### src/rtl/uart_bus_master.sv
// uart_bus_master: UART-driven single-word read/write initiator on the PicoRV32 native bus
module uart_bus_master #(
  parameter logic [7:0] CMD_WRITE = 8'h57,
  parameter logic [7:0] CMD_READ = 8'h52,
  parameter logic [7:0] RSP_ACK = 8'h4B,
  parameter logic [7:0] RSP_NAK = 8'h3F,
  parameter logic [7:0] RSP_TMO = 8'h54,
  parameter int TIMEOUT_CYCLES = 1024
) (
  input  logic        clk,
  input  logic        reset,
  input  logic        rx_valid,
  input  logic [7:0]  rx_data,
  output logic        tx_valid,
  output logic [7:0]  tx_data,
  input  logic        tx_ready,
  output logic        bus_req,
  input  logic        bus_gnt,
  output logic        mem_valid,
  output logic        mem_instr,
  output logic [31:0] mem_addr,
  output logic [31:0] mem_wdata,
  output logic [3:0]  mem_wstrb,
  input  logic        mem_ready,
  input  logic [31:0] mem_rdata,
  output logic        busy
);
  typedef enum logic [2:0] {IDLE, ADDR, DATA, REQ, MEM, RESP} state_t;
  state_t state_q, state_d;
  logic wr_q, wr_d;
  logic [1:0] cnt_q, cnt_d;
  logic [31:0] addr_q, addr_d, wdata_q, wdata_d, rsp_q, rsp_d;
  logic tx_valid_d, bus_req_d, mem_valid_d;
  logic [7:0] tx_data_d;
  logic [31:0] mem_addr_d, mem_wdata_d;
  logic [3:0] mem_wstrb_d;
`ifdef UART_BUS_MASTER_TIMEOUT_EN
  localparam int TW = $clog2(TIMEOUT_CYCLES);
  localparam logic [TW-1:0] TMO_LAST = TW'(TIMEOUT_CYCLES - 1);
  logic [TW-1:0] tmo_q, tmo_d;
`endif
  assign mem_instr = 1'b0;
  always_comb begin
    state_d = state_q;
    wr_d = wr_q;
    cnt_d = cnt_q;
    addr_d = addr_q;
    wdata_d = wdata_q;
    rsp_d = rsp_q;
    tx_valid_d = tx_valid;
    tx_data_d = tx_data;
    bus_req_d = bus_req;
    mem_valid_d = mem_valid;
    mem_addr_d = mem_addr;
    mem_wdata_d = mem_wdata;
    mem_wstrb_d = mem_wstrb;
`ifdef UART_BUS_MASTER_TIMEOUT_EN
    tmo_d = tmo_q;
`endif
    case (state_q)
      IDLE: if (rx_valid) begin
        wr_d = rx_data == CMD_WRITE;
        cnt_d = 2'd0;
        if (rx_data == CMD_WRITE || rx_data == CMD_READ) state_d = ADDR;
        else begin
          state_d = RESP;
          tx_valid_d = 1'b1;
          tx_data_d = RSP_NAK;
          cnt_d = 2'd3;
        end
      end
      ADDR: if (rx_valid) begin
        addr_d = {addr_q[23:0], rx_data};
        cnt_d = cnt_q + 2'd1;
        if (cnt_q == 2'd3) begin
          state_d = wr_q ? DATA : REQ;
          bus_req_d = !wr_q;
        end
      end
      DATA: if (rx_valid) begin
        wdata_d = {wdata_q[23:0], rx_data};
        cnt_d = cnt_q + 2'd1;
        if (cnt_q == 2'd3) begin
          state_d = REQ;
          bus_req_d = 1'b1;
        end
      end
      REQ: if (bus_gnt) begin
        state_d = MEM;
        mem_valid_d = 1'b1;
        mem_addr_d = {addr_q[31:2], 2'b00};
        mem_wdata_d = wdata_q;
        mem_wstrb_d = {4{wr_q}};
`ifdef UART_BUS_MASTER_TIMEOUT_EN
        tmo_d = '0;
`endif
      end
      MEM: begin
        if (mem_ready) begin
          state_d = RESP;
          mem_valid_d = 1'b0;
          bus_req_d = 1'b0;
          tx_valid_d = 1'b1;
          tx_data_d = wr_q ? RSP_ACK : mem_rdata[31:24];
          rsp_d = {mem_rdata[23:0], 8'h00};
          cnt_d = wr_q ? 2'd3 : 2'd0;
        end
`ifdef UART_BUS_MASTER_TIMEOUT_EN
        else if (tmo_q == TMO_LAST) begin
          state_d = RESP;
          mem_valid_d = 1'b0;
          bus_req_d = 1'b0;
          tx_valid_d = 1'b1;
          tx_data_d = RSP_TMO;
          cnt_d = 2'd3;
        end
        else tmo_d = tmo_q + 1'b1;
`endif
      end
      RESP: if (tx_ready) begin
        cnt_d = cnt_q + 2'd1;
        tx_data_d = rsp_q[31:24];
        rsp_d = {rsp_q[23:0], 8'h00};
        if (cnt_q == 2'd3) begin
          tx_valid_d = 1'b0;
          state_d = IDLE;
        end
      end
      default: state_d = IDLE;
    endcase
  end
  always_ff @(posedge clk) begin
    if (reset) begin
      state_q <= IDLE;
      wr_q <= 1'b0;
      cnt_q <= 2'd0;
      addr_q <= '0;
      wdata_q <= '0;
      rsp_q <= '0;
      tx_valid <= 1'b0;
      tx_data <= '0;
      bus_req <= 1'b0;
      mem_valid <= 1'b0;
      mem_addr <= '0;
      mem_wdata <= '0;
      mem_wstrb <= '0;
      busy <= 1'b0;
`ifdef UART_BUS_MASTER_TIMEOUT_EN
      tmo_q <= '0;
`endif
    end else begin
      state_q <= state_d;
      wr_q <= wr_d;
      cnt_q <= cnt_d;
      addr_q <= addr_d;
      wdata_q <= wdata_d;
      rsp_q <= rsp_d;
      tx_valid <= tx_valid_d;
      tx_data <= tx_data_d;
      bus_req <= bus_req_d;
      mem_valid <= mem_valid_d;
      mem_addr <= mem_addr_d;
      mem_wdata <= mem_wdata_d;
      mem_wstrb <= mem_wstrb_d;
      busy <= state_d != IDLE;
`ifdef UART_BUS_MASTER_TIMEOUT_EN
      tmo_q <= tmo_d;
`endif
    end
  end
endmodule

### config.mk
export PLATFORM = sky130hd
export DESIGN_NAME = uart_bus_master
export DESIGN_NICKNAME = d
export VERILOG_FILES = /design/src/rtl/uart_bus_master.sv
export SDC_FILE = /design/constraint.sdc
export NUM_CORES = 1
export LEC_CHECK = 0
export ABC_AREA = 1
export CAP_MARGIN = 10
export CELL_PAD_IN_SITES_DETAIL_PLACEMENT = 0
export CELL_PAD_IN_SITES_GLOBAL_PLACEMENT = 1
export CORE_MARGIN = 10
export CORE_UTILIZATION = 31
export CTS_BUF_LIST = sky130_fd_sc_hd__clkbuf_16
export DETAILED_ROUTE_END_ITERATION = 8
export MAX_ROUTING_LAYER = met4
export PLACE_DENSITY = 0.73
export SETUP_SLACK_MARGIN = 0.3
export SLEW_MARGIN = 0
export SYNTH_ARGS = -nofsm -noshare
export SYNTH_HDL_FRONTEND = slang
export SYNTH_SLANG_ARGS = --single-unit
### constraint.sdc
create_clock -name clk -period 1.6 [get_ports clk]
set_input_delay 0.48 -clock clk [delete_from_list [all_inputs] [get_ports clk]]
set_output_delay 0.48 -clock clk [all_outputs]
set_load 0.01 [all_outputs]
==> impl_metrics.toml <==
[route]
wl_per_cell_um = 17.4
wirelength_um = 23500
drt_iter0_drc = 441
ant_nets = 0
vias_per_cell = 4.93
drt_pass1_iterations = 4
drc_errors = 0
num_vias = 6661

[die]
die_y_um = 166
chipWidth_um = 166
pin_count = 127
die-area_sq_um = 27600
initial_utilization = 0.315
core_sq_um = 21000
rows = 53

[worst_setup_path]
reg2reg_to = "mem_addr[7]$_SDFFE_PP0P_"
cp_data_arrival_time_ps = 1800
startpoint_type = "register"
timing.rr.start = "state_q[0]$_SDFF_PP0_"
crit_required_ps = 1960
r2r_setup_slack_ps = 150
crit_type = "register to register"
worstPathMaxFanout = 8
r2r_cells = 8
critPathCaptureType = "register"

[clock_tree]
cts_tree = "built"
root_buffer = "clkbuf_16"
htreeDepth = 4
clk_latency_ps = 430
clock-sinks = 169
hold_buffers = 0
cts_buffers = 17
clock_path_buffers = 2
cts.clk_slew.worst_paths_ps = 70

[cells_and_area]
layout_commonest_cell = "nand2_1"
final_core_util = 0.522
final_cell_mix = "nand2_1, a21oi_1, nand3_1"
n_antenna_cell = 0
drive_gt1_frac = 0.396
fillCellCount = 1960
syn_to_final_growth_pct = 65.6
stdcell_count = 1351
finalInstanceArea_sq_um = 11000
fin_nets = 1110

[synthesis]
synth_area_leaders = "dfxtp_1, nand2_1, nand3_1"
ys_types = 24
synth_top_area_cell = "dfxtp_1"
syn_area_per_cell_sq_um = 7.64
ys_ff_latch = 169
netlist_instances = 867
syn_area_sq_um = 6630
ys_seq_area_frac = 0.510
synth.yosys.warnings = 0
synth_top_area_share = 0.510

[grt]
overflow = 0
antenna_found_initial = 1
grt_usage = 0.160
grt_max_degree = 108
grt_pass1_vias = 6411
grt_first_pass_wirelength_um = 35400

[timing]
min_period_over_period = 0.904
hold-worst-slack_ps = 458
setup_ws_ps = 154
grt_setup_unrepaired = "yes"
worstMarginPinSlew_ps = 512
hold_violations = 0
setup_viol = 0
period_needed_ps = 1450
slew_headroom = 0.659
fmax_ghz = 0.691
fin_setup_tns_ps = 0
clock_skew_ps = 7.48
slew_violations = 0

[pwr]
irDropWorstVdd_uv = 706
seq_power_share = 0.422
power_density_nw_per_um2 = 1000
p_leak_nw = 4.45
switching_share = 0.284
p_int_mw = 7.87
power_mw = 11.0
p_sw_mw = 3.12
power_frac_comb = 0.188
power_frac_clock = 0.389

[min_path]
min_from = "rsp_q[8]$_SDFFE_PP0P_"
whs_endpoint = "rsp_q[8]$_SDFFE_PP0P_"
holdCritPathClass = "register to register"
hold_depth = 2

[outcome]
status = "completed"

[placement]
placed_cells = 1247
port_buffers = 123
dpl-instance-area_sq_um = 8450
routabilityCongestion = 0.823
pre_cts_ws_ps = -528
dp.final_hpwl_um = 13300

[flow_run]
drv_cap = 0
==> power by group through the flow <==
stage               sequential [mW]  combinational [mW]  clock, mW
floorplan                      4.66               0.785          0
global placement               4.68                1.33          0
detailed placement             4.69                1.34          0
CTS                            4.62                1.77       4.35
global route                   4.66                2.25       4.53
finish                         4.64                2.07       4.28
==> cells in the mapped netlist, drive strengths merged <==
| master | instances |
|---|---|
| dfxtp | 169 |
| nand2 | 189 |
| nor3 | 1 |
| ha | 1 |
| a22o | 3 |
| clkbuf | 31 |
| nand3b | 1 |
| o211a | 13 |
| nor2 | 80 |
| buf | 39 |
| inv | 33 |
| a21oi | 125 |
| conb | 1 |
| o21ai | 49 |
| nand4 | 2 |
| nand3 | 130 |
==> registers in the layout (all words and copies together), names as in the netlist <==
signal / count
addr_q: 32
mem_wdata: 32
wdata_q: 32
mem_addr: 30
rsp_q: 24
tx_data: 8
state_q: 3
cnt_q: 2
bus_req: 1
busy: 1
mem_valid: 1
mem_wstrb: 1
tx_valid: 1
wr_q: 1
==> critical path, cell delays in order, from the launching register on <==
cell     delay (ps)
dfxtp_4         390
inv_6            50
nor3_4          190
buf_12          170
buf_12          140
buf_12          100
buf_16          120
nand3_1          60
a21oi_1         140
==> how the worst max path moves through the flow <==
stage                               from                       end  cells after the start
2_1_floorplan                   rx_valid   tx_data[1]$_SDFFE_PP0P_                      8
3_3_place_gp                  rx_data[5]   tx_data[6]$_SDFFE_PP0P_                     10
3_5_place_dp                  rx_data[5]   tx_data[6]$_SDFFE_PP0P_                     10
4_1_cts        mem_wstrb[0]$_SDFFE_PP0P_              mem_wstrb[1]                      1
5_1_grt            state_q[1]$_SDFF_PP0_     tx_valid$_SDFFE_PP0P_                     10
6_report           state_q[0]$_SDFF_PP0_  mem_addr[7]$_SDFFE_PP0P_                      8
==> logic make-up after synthesis <==
logic type | count (synthesis) | synth area share
compound gates | 190 | 0.155
fa+ha+maj | 1 | 0.00189
buf+inv | 103 | 0.0740
flops | 169 | 0.510
other cells | 1 | 0.000566
simple gates | 403 | 0.258
==> routing by layer <==
layer  track usage  vias up  part of all wire
li1              -     3304                 -
met1         0.202     3190              0.47
met2         0.257      148              0.49
met3        0.0319       19             0.037
met4        0.0416        0             0.011
met5             -        -                 0
==> area by class of cell <==
cell class	instances	area, sq um	share of cell area
clock buffers	17	425	0.0388
clock inverters	15	175	0.0160
inverters	33	169	0.0154
multi-input cells	599	3340	0.304
flip-flops and latches	169	3490	0.318
well taps	275	344	0.0314
repair buffers	243	3030	0.277
==> what timing repair did <==
item,in CTS,in global routing
endpoints found under the setup margin,245,247
resized for setup,589,94
cloned,12,14
pin swaps,35,60
setup buffers,33,13
(Power assumes the default switching activity.)
